--- src/rtl/sparc_alu_seq.sv ---
`default_nettype none
// ============================================================================
// Module   : sparc_alu_seq
// Brief    : Clocked SPARC integer ALU with icc, Y register and iterative
//            multiply/divide behind a start/ready/done handshake.
// Revision : 1.0 - initial release
// ============================================================================
module sparc_alu_seq #(
  parameter int WIDTH = 32,
  parameter int SHW   = 5
) (
  input  logic             clk,
  input  logic             rst_n,
  input  logic             start_i,
  input  logic [5:0]       op3_i,
  input  logic [WIDTH-1:0] a_i,
  input  logic [WIDTH-1:0] b_i,
  output logic             ready_o,
  output logic             done_o,
  output logic [WIDTH-1:0] out_o,
  output logic [WIDTH-1:0] y_out_o,
  output logic             n_o,
  output logic             z_o,
  output logic             v_o,
  output logic             c_o,
  output logic             div_zero_o,
  output logic             illegal_op_o
);

  typedef enum logic [1:0] {
    S_IDLE = 2'd0,
    S_LOAD = 2'd1,
    S_ITER = 2'd2,
    S_FIX  = 2'd3
  } state_t;

  localparam logic [SHW-1:0]   c_iter_last = SHW'(WIDTH - 1);
  localparam logic [WIDTH-1:0] c_smax      = {1'b0, {(WIDTH-1){1'b1}}};
  localparam logic [WIDTH-1:0] c_smin      = {1'b1, {(WIDTH-1){1'b0}}};

  state_t             state_q, state_d;
  logic [WIDTH-1:0]   out_q, out_d, y_q, y_d;
  logic [3:0]         icc_q, icc_d;          // {n, z, v, c}
  logic               done_q, done_d, dz_q, dz_d, ill_q, ill_d;
  logic               cc_q, cc_d, div_q, div_d, sgn_q, sgn_d;
  logic [WIDTH:0]     hi_q, hi_d;            // partial product / remainder
  logic [WIDTH-1:0]   lo_q, lo_d;            // multiplier / quotient shifter
  logic [WIDTH-1:0]   dvs_q, dvs_d;          // multiplicand / divisor
  logic               neg_q, neg_d, ovf_q, ovf_d;
  logic [SHW-1:0]     cnt_q, cnt_d;

  // Single-cycle datapath
  logic               w_cin;
  logic [WIDTH:0]     w_sum, w_dif;
  logic [WIDTH-1:0]   w_res;
  logic [1:0]         w_vc;
  logic               w_legal, w_multi, w_wr_out, w_wr_y, w_setcc;

  // Iterative datapath
  logic [WIDTH-1:0]   w_mag_a, w_mag_b;
  logic [2*WIDTH-1:0] w_dvd, w_dvd_mag, w_prod_mag, w_prod;
  logic [WIDTH:0]     w_madd, w_dsh, w_dsub;
  logic               w_dge, w_qovf;
  logic [WIDTH-1:0]   w_quo;

  assign w_cin = op3_i[3] & icc_q[0];
  assign w_sum = {1'b0, a_i} + {1'b0, b_i} + {{WIDTH{1'b0}}, w_cin};
  assign w_dif = {1'b0, a_i} - {1'b0, b_i} - {{WIDTH{1'b0}}, w_cin};

  // While multi-cycle, lo_q holds operand A and dvs_q operand B until LOAD
  assign w_mag_a    = (sgn_q && lo_q[WIDTH-1])  ? -lo_q  : lo_q;
  assign w_mag_b    = (sgn_q && dvs_q[WIDTH-1]) ? -dvs_q : dvs_q;
  assign w_dvd      = {y_q, lo_q};
  assign w_dvd_mag  = (sgn_q && y_q[WIDTH-1]) ? -w_dvd : w_dvd;
  assign w_madd     = hi_q + (lo_q[0] ? {1'b0, dvs_q} : '0);
  assign w_dsh      = {hi_q[WIDTH-1:0], lo_q[WIDTH-1]};
  assign w_dge      = (w_dsh >= {1'b0, dvs_q});
  assign w_dsub     = w_dsh - {1'b0, dvs_q};
  assign w_prod_mag = {hi_q[WIDTH-1:0], lo_q};
  assign w_prod     = neg_q ? -w_prod_mag : w_prod_mag;

  // Decode op3 and compute the single-cycle result and V/C candidates
  always_comb begin
    w_legal  = 1'b0;
    w_multi  = 1'b0;
    w_wr_out = 1'b0;
    w_wr_y   = 1'b0;
    w_setcc  = op3_i[4];
    w_res    = out_q;
    w_vc     = 2'b00;
    if (!op3_i[5]) begin
      w_legal  = 1'b1;
      w_wr_out = 1'b1;
      case (op3_i[3:0])
        4'b0000, 4'b1000: begin
          w_res = w_sum[WIDTH-1:0];
          w_vc  = {(a_i[WIDTH-1] == b_i[WIDTH-1]) && (w_sum[WIDTH-1] != a_i[WIDTH-1]),
                   w_sum[WIDTH]};
        end
        4'b0100, 4'b1100: begin
          w_res = w_dif[WIDTH-1:0];
          w_vc  = {(a_i[WIDTH-1] != b_i[WIDTH-1]) && (w_dif[WIDTH-1] != a_i[WIDTH-1]),
                   w_dif[WIDTH]};
        end
        4'b0001: w_res = a_i & b_i;
        4'b0101: w_res = a_i & ~b_i;
        4'b0010: w_res = a_i | b_i;
        4'b0110: w_res = a_i | ~b_i;
        4'b0011: w_res = a_i ^ b_i;
        4'b0111: w_res = ~(a_i ^ b_i);
        4'b1010, 4'b1011, 4'b1110, 4'b1111: begin
          w_multi  = 1'b1;
          w_wr_out = 1'b0;
        end
        default: begin
          w_legal  = 1'b0;
          w_wr_out = 1'b0;
        end
      endcase
    end else begin
      w_setcc = 1'b0;
      case (op3_i)
        6'b100101: begin w_legal = 1'b1; w_wr_out = 1'b1; w_res = a_i << b_i[SHW-1:0]; end
        6'b100110: begin w_legal = 1'b1; w_wr_out = 1'b1; w_res = a_i >> b_i[SHW-1:0]; end
        6'b100111: begin w_legal = 1'b1; w_wr_out = 1'b1; w_res = $signed(a_i) >>> b_i[SHW-1:0]; end
        6'b101000: begin w_legal = 1'b1; w_wr_out = 1'b1; w_res = y_q; end
        6'b110000: begin w_legal = 1'b1; w_wr_y = 1'b1; end
        default:   ;
      endcase
    end
  end

  // Final quotient: sign correction and saturation on overflow
  always_comb begin
    w_qovf = ovf_q;
    w_quo  = lo_q;
    if (ovf_q) begin
      w_quo = !sgn_q ? {WIDTH{1'b1}} : (neg_q ? c_smin : c_smax);
    end else if (sgn_q) begin
      if (neg_q) begin
        if (lo_q[WIDTH-1] && (|lo_q[WIDTH-2:0])) begin
          w_qovf = 1'b1;
          w_quo  = c_smin;
        end else begin
          w_quo = -lo_q;
        end
      end else if (lo_q[WIDTH-1]) begin
        w_qovf = 1'b1;
        w_quo  = c_smax;
      end
    end
  end

  // Next-state logic for the control FSM and all architectural registers
  always_comb begin
    state_d = state_q;
    out_d   = out_q;
    y_d     = y_q;
    icc_d   = icc_q;
    done_d  = 1'b0;
    dz_d    = 1'b0;
    ill_d   = 1'b0;
    cc_d    = cc_q;
    div_d   = div_q;
    sgn_d   = sgn_q;
    hi_d    = hi_q;
    lo_d    = lo_q;
    dvs_d   = dvs_q;
    neg_d   = neg_q;
    ovf_d   = ovf_q;
    cnt_d   = cnt_q;
    case (state_q)
      S_IDLE: begin
        if (start_i) begin
          if (!w_legal) begin
            done_d = 1'b1;
            ill_d  = 1'b1;
          end else if (w_multi) begin
            cc_d    = op3_i[4];
            div_d   = op3_i[2];
            sgn_d   = op3_i[0];
            lo_d    = a_i;
            dvs_d   = b_i;
            state_d = S_LOAD;
          end else begin
            done_d = 1'b1;
            if (w_wr_out) out_d = w_res;
            if (w_wr_y)   y_d   = a_i ^ b_i;
            if (w_wr_out && w_setcc) icc_d = {w_res[WIDTH-1], (w_res == '0), w_vc};
          end
        end
      end
      S_LOAD: begin
        cnt_d = c_iter_last;
        if (!div_q) begin
          hi_d    = '0;
          lo_d    = w_mag_a;
          dvs_d   = w_mag_b;
          neg_d   = sgn_q & (lo_q[WIDTH-1] ^ dvs_q[WIDTH-1]);
          state_d = S_ITER;
        end else if (dvs_q == '0) begin
          done_d  = 1'b1;
          dz_d    = 1'b1;
          state_d = S_IDLE;
        end else begin
          hi_d  = {1'b0, w_dvd_mag[2*WIDTH-1:WIDTH]};
          lo_d  = w_dvd_mag[WIDTH-1:0];
          dvs_d = w_mag_b;
          neg_d = sgn_q & (y_q[WIDTH-1] ^ dvs_q[WIDTH-1]);
          // A high half at or above the divisor cannot yield a WIDTH-bit quotient
          if (w_dvd_mag[2*WIDTH-1:WIDTH] >= w_mag_b) begin
            ovf_d   = 1'b1;
            state_d = S_FIX;
          end else begin
            ovf_d   = 1'b0;
            state_d = S_ITER;
          end
        end
      end
      S_ITER: begin
        if (!div_q) begin
          hi_d = {1'b0, w_madd[WIDTH:1]};
          lo_d = {w_madd[0], lo_q[WIDTH-1:1]};
        end else begin
          hi_d = w_dge ? w_dsub : w_dsh;
          lo_d = {lo_q[WIDTH-2:0], w_dge};
        end
        if (cnt_q == '0) state_d = S_FIX;
        else             cnt_d   = cnt_q - SHW'(1);
      end
      S_FIX: begin
        done_d  = 1'b1;
        state_d = S_IDLE;
        if (!div_q) begin
          y_d   = w_prod[2*WIDTH-1:WIDTH];
          out_d = w_prod[WIDTH-1:0];
          if (cc_q) icc_d = {w_prod[WIDTH-1], (w_prod[WIDTH-1:0] == '0), 2'b00};
        end else begin
          out_d = w_quo;
          if (cc_q) icc_d = {w_quo[WIDTH-1], (w_quo == '0), w_qovf, 1'b0};
        end
      end
      default: state_d = S_IDLE;
    endcase
  end

  // State and datapath registers; reset aborts any operation in flight
  always_ff @(posedge clk or negedge rst_n) begin
    if (!rst_n) begin
      state_q <= S_IDLE;
      out_q   <= '0;
      y_q     <= '0;
      icc_q   <= '0;
      done_q  <= 1'b0;
      dz_q    <= 1'b0;
      ill_q   <= 1'b0;
      cc_q    <= 1'b0;
      div_q   <= 1'b0;
      sgn_q   <= 1'b0;
      hi_q    <= '0;
      lo_q    <= '0;
      dvs_q   <= '0;
      neg_q   <= 1'b0;
      ovf_q   <= 1'b0;
      cnt_q   <= '0;
    end else begin
      state_q <= state_d;
      out_q   <= out_d;
      y_q     <= y_d;
      icc_q   <= icc_d;
      done_q  <= done_d;
      dz_q    <= dz_d;
      ill_q   <= ill_d;
      cc_q    <= cc_d;
      div_q   <= div_d;
      sgn_q   <= sgn_d;
      hi_q    <= hi_d;
      lo_q    <= lo_d;
      dvs_q   <= dvs_d;
      neg_q   <= neg_d;
      ovf_q   <= ovf_d;
      cnt_q   <= cnt_d;
    end
  end

  assign ready_o      = (state_q == S_IDLE);
  assign done_o       = done_q;
  assign out_o        = out_q;
  assign y_out_o      = y_q;
  assign {n_o, z_o, v_o, c_o} = icc_q;
  assign div_zero_o   = dz_q;
  assign illegal_op_o = ill_q;

endmodule
`default_nettype wire
--- config.mk ---
export PLATFORM = sky130hd
export DESIGN_NAME = sparc_alu_seq
export DESIGN_NICKNAME = d
export VERILOG_FILES = /design/src/rtl/sparc_alu_seq.sv
export SDC_FILE = /design/constraint.sdc
export NUM_CORES = 2
export LEC_CHECK = 0
export ABC_AREA = 1
export BUFFER_PORTS_ARGS = -buffer_cell sky130_fd_sc_hd__buf_2
export CELL_PAD_IN_SITES_DETAIL_PLACEMENT = 1
export CELL_PAD_IN_SITES_GLOBAL_PLACEMENT = 2
export CORE_MARGIN = 3
export CORE_UTILIZATION = 34
export CTS_CLUSTER_SIZE = 14
export DETAILED_ROUTE_END_ITERATION = 16
export PLACE_DENSITY = 0.88
export SYNTH_ARGS = -nofsm -noshare
export SYNTH_HDL_FRONTEND = slang
export SYNTH_SLANG_ARGS = --single-unit
--- constraint.sdc ---
create_clock -name clk -period 4.7 [get_ports clk]
set_clock_uncertainty 0.2 [all_clocks]
set_input_delay 0.94 -clock clk [delete_from_list [all_inputs] [get_ports clk]]
set_output_delay 0.94 -clock clk [all_outputs]
set_load 0.02 [all_outputs]
# Yosys cells after proc, flatten, opt, wreduce, memory -nomap -nowiden
# Index checks and enable logic that the tools add are counted.
# Widths: inputs -> output; s select.
# op_classes
n_addsub,11
order_cmp,2
n_eq_ne,40
shift,3
muxes,94
bitwise_logic,13
n_reduce_logical,37
# op_table
cell,count
$mux 32,31
$pmux 32 s8,1
$pmux 32 s2,3
$mux 33,4
$logic_not 32->1,4
$mux 64,2
$neg 64->64,2
$pmux 32 s4,1
$pmux 32 s3,1
$pmux 33 s2,1
$and 32x32->32,2
$neg 32->32,2
$not 32->32,2
$or 32x32->32,2
$add 32x32->33,1
$add 33x1->33,1
$add 33x32->33,1
$ge 33x32->1,1
$sub 32x32->33,1
$sub 33x1->33,1
$sub 33x32->33,1
$ge 32x32->1,1
$shl 32x5->32,1
$shr 32x5->32,1
other kinds (46),132
# totals
ff_bits,180
input_bits,73
out_inout_bits,72
word_cells,216

# Longest topological paths before layout
# logic_depth
ltp_word,11
ltp_mapped,29
mapped_depth_nobuf,28

# Worst setup path before layout
# No wires, ideal clock.
# synth_path
path_type,input port to flip-flop
start,input b_i[0]
end,register icc_q[2]
setup_time_ps,77
t_arrival_ps,3672
required_time_ps,4423
path_slack_ps,751
cell_stages,21
path_buffers,2
path_cell_list,buf_2 inv_2 clkbuf_1 fa_1 fa_1 nand3_1 nand3_1 nand2_1 nand2_1 nand2_1 nand2_1 or2_2 nand3_1 nand3_1 nand2_1 nand3_1 nor2_1 nand2_1 nor2_1 nand4_1 a21oi_1
# synth_between
elab_chain_cells,10
elab_cells_between_ends,23
cone_classes,add/sub: 4; shift: 3; mux: 8; bitwise: 7; reduce/logical: 1
# synth_lines
element,line,rtl
start: declaration,17,"input logic [WIDTH-1:0] b_i,"
"$sub 32x32->33, or another cell as far along",68,"assign w_dif = {1'b0, a_i} - {1'b0, b_i} - {{WIDTH{1'b0}}, w_cin};"
"$sub 33x1->33, or another cell as far along",68,
$pmux 32 s8,94,case (op3_i[3:0])
$mux 32 *,91,if (!op3_i[5]) begin
$logic_not 32->1 *,189,"if (w_wr_out && w_setcc) icc_d = {w_res[WIDTH-1], (w_res == '0), w_vc};"
$mux 4 *,189,
$mux 4 *,178,end else if (w_multi) begin
$mux 4 *,175,if (!w_legal) begin
$mux 4 *,174,if (start_i) begin
$pmux 4 s2 *,172,case (state_q)
end signal: assignment,270,icc_q <= icc_d;
end: declaration,43,"logic [3:0] icc_q, icc_d;"
# Mark *: on every way between the ends. The rest lies on a longest branch, timed or not. The select of a mux whose other input is x is not followed.
# A chain may end at the register's enable or synchronous reset.

# Final worst setup path
# layout_path
start,register dvs_q[0]
end,register hi_q[25]
# layout_between
elab_chain_cells,4
elab_cells_between_ends,10
cone_classes,add/sub: 2; order compare: 1; eq/ne: 1; mux: 4; reduce/logical: 2
# layout_lines
element,line,rtl
start: declaration,48,"logic [WIDTH-1:0] dvs_q, dvs_d;"
start signal: assignment,279,dvs_q <= dvs_d;
"$mux 32, or another cell as far along",75,"assign w_madd = hi_q + (lo_q[0] ? {1'b0, dvs_q} : '0);"
$add 33x32->33 or $mux 33 (tied branches),"75, 225",
$mux 33,221,if (!div_q) begin
$pmux 33 s2,172,
end signal: assignment,277,hi_q <= hi_d;
end: declaration,46,"logic [WIDTH:0] hi_q, hi_d;"
# Parallel ways exist; a longest one is shown, timed or not.

==> results.yml <==
power:
  vdd_drop_max_v: 0.0003943
  leakagePower_nw: 17.94
  power_density_nw_per_um2: 610.5
  finalPower_mw: 21.32
timing:
  hold_viol_final: 0
  final_max_slew_viol_count: 0
  post-route-period-util: 0.9967
  fin_tns_setup_ps: 0
  fmax_mhz: 213.5
  slew_headroom: 0.2428
  timing.final.crit_period_ps: 4684
  rsz0062_at_grt: "true"
  setup_viol: 0
  worst_pin_slew_ps: 1135
cts:
  cts_made_buffers: 17
  htreeDepth: 4
  post_cts_buffers: 0
  postCtsHoldBufs: 0
  clk_latency_ps: 530
  clk_pin_slew_ps: 90
  cts.path.max_buffers: 2
  cts_tree: "yes"
  clock_sinks: 180
  ctsRootBufferMaster: "clkbuf_16"
detailed_routing:
  drt_iter0_markers: 4952
  met3_length_um: 18980
  met1Wirelength_um: 83000
  wl_um: 198400
  antenna_left: 0
  vias: 41920
  dr.pass1.iters: 6
  drc: 0
  routed.top_layer: "met5"
  vias_per_cell: 6.005
  wire_per_inst_um: 28.42
  wl_met2_um: 84330
floorplanning:
  core-area_um2: 90420
  start_util: 0.3447
  die_h_um: 308.8
  rows: 110
  die_area_um2: 95350
  io_pins: 145
  die_w_um: 308.8
worst_setup_path:
  cp_cell_sequence: "buf_4 > inv_1 > ha_1 > inv_1 > nor3_2 > nand3_2 > nor3_4 > nand2_1 > nor3_1 > nand3_1 > nand2_1 > inv_1 > nand2_1 > buf_4 > inv_1 > nand3_1 > o21ai_0 > inv_1 > nand2_1"
  crit_top_cell: "inv_1"
  required_ps: 4900
  critPathMaxStageDelay_ps: 520
  slowest_stage: "inv_1"
  start_kind: "flop"
  reg2reg_depth: 19
  worst-setup-path-type: "reg2reg"
  cp_max_fo: 22
  cp.arrival_ps: 4890
  endpoint_kind: "flop"
logic_synthesis:
  syn_nets: 5898
  yosys_warnings: 0
  syn-cell-area_um2: 31170
  synthFlopType: "dfrtp_1"
  yosysSeqAreaShare: 0.1445
  synth.top_cell.area_share: 0.1887
  synthDistinctLibCells: 68
  syn_avg_cell_area_um2: 5.546
  ys_ff_latch: 180
  synth_top_area_cell: "nand2_1"
  ys_top_cells_by_area: "nand2_1, dfrtp_1, o21ai_0, inv_1, nand3_1"
  synth_cells: 5620
  async_flop_share: 1.000
  synth_edf_count: 0
finish:
  final_cell_mix: "nand2_1, inv_1, o21ai_0"
  layout_commonest_cell: "nand2_1"
  fin_nets: 6055
  fillCellCount: 12650
  syn_to_final_growth_pct: 12.02
  drive_gt1_frac: 0.08532
global_routing:
  grtUsageTotal: 0.4056
  first_global_vias: 39920
  grt_start_max_net_pins: 80
  grt-ovfl-total: 0
  antenna_found_initial: 29
  grt_pass1_wl_um: 283300
placed_design:
  place_congestion: 1.033
  place_hpwl_um: 162700
  port_buffers: 144
hold_path:
  hold_path.class: "in2async"
run_status:
  status: "finished, final reports clean"
flow_run:
  cap_viol_max_count: 0
==> path summary, 6_finish.rpt <==
kind / from / slack, ps / end
worst max-delay path: dvs_q[0] / 20 / hi_q[25]
worst min-delay path: rst_n / 140 / hi_q[32]
worst max register to register: dvs_q[0] / 20 / hi_q[25]
worst min register to register: cc_q / 300 / cc_q
max in group asynchronous: rst_n / 3260 / div_q
min in group clk: cc_q / 300 / cc_q
==> worst max-delay path: cells and delay by family, from the launching register on <==
family | cells | cell delay, ps
AO/OA/AOI/OAI | 1 | 140
adder cells (fa/ha/maj) | 1 | 170
buffers and inverters | 7 | 1450
flip-flops | 1 | 410
AND/OR/NAND/NOR | 10 | 2170
==> final cells by class <==
type | count | area (um^2) | area share
antenna | 15 | 37.54 | 0.001075
clock buffer | 19 | 442.9 | 0.01269
clock inverter | 13 | 167.7 | 0.004802
inverter | 781 | 2933 | 0.08400
multi-input combinational | 4416 | 22760 | 0.6518
sequential | 180 | 4509 | 0.1291
tap | 1176 | 1471 | 0.04214
timing repair buffer | 381 | 2596 | 0.07436
==> power by group <==
| group | internal, mW | switching, mW |
|---|---|---|
| clock | 0.859 | 0.808 |
| combinational | 4.64 | 11.2 |
| sequential | 2.23 | 1.59 |
==> per-stage QoR <==
step                cells  area, um^2  utilization  setup WS, ps  hold WS, ps
global placement     6934       34260       0.3789        -120.5        271.9
global route         6971       34890       0.3859        -135.7        152.8
finish               6981       34920       0.3861         15.57        137.4
detailed placement   6934       34260       0.3789        -87.78        280.5
floorplan            5620       31170            -         751.0        247.8
CTS                  6966       34870       0.3857         229.7        134.3
==> sequential cells by signal (all words and copies together), names as in the netlist, 4 cells and up, named ones only <==
signal / cells
y_out_o: 32
lo_q: 32
icc_q: 4
out_o: 32
dvs_q: 32
hi_q: 33
cnt_q: 5
==> cell families after synthesis <==
family | share of synthesized area
and+or+nand+nor | 0.3843
AOI/OAI and AO/OA | 0.2164
buffers and inverters | 0.1258
adders and majority gates | 0.08373
DFF | 0.1445
xor gates and xnor gates | 0.04524
==> metal layers <==
metal,track usage,vias up
met2,0.6123,2087
li1,-,18800
met5,0,-
met1,0.5405,20580
met4,0.2155,8
met3,0.08757,448
==> synthesized netlist by cell type, types with 5 or more instances <==
master,count
nand2_1,1567
inv_1,757
o21ai_0,583
nand3_1,517
nor2_1,471
a21oi_1,401
ha_1,199
clkbuf_1,187
dfrtp_1,180
xor2_1,135
nand4_1,75
nor3_1,74
o211ai_1,73
nor4_1,39
buf_2,33
xnor2_1,26
o221ai_1,20
a211oi_1,19
a31oi_1,16
buf_1,16
o21ai_1,16
o21bai_1,16
inv_2,15
a22oi_1,14
and2_1,13
a21boi_0,11
nor2_2,11
o22ai_1,11
a21o_1,10
nand3b_1,10
or2_2,10
clkinv_1,8
o21a_1,8
fa_1,6
nor2_4,6
nand3_2,5
o31ai_1,5
==> timing repair <==
item,in CTS,in global routing
endpoints found under the setup margin,0,9
resized for setup,0,1
endpoints found under the hold margin,0,0
Note: power is estimated with default switching activity, not from simulation.
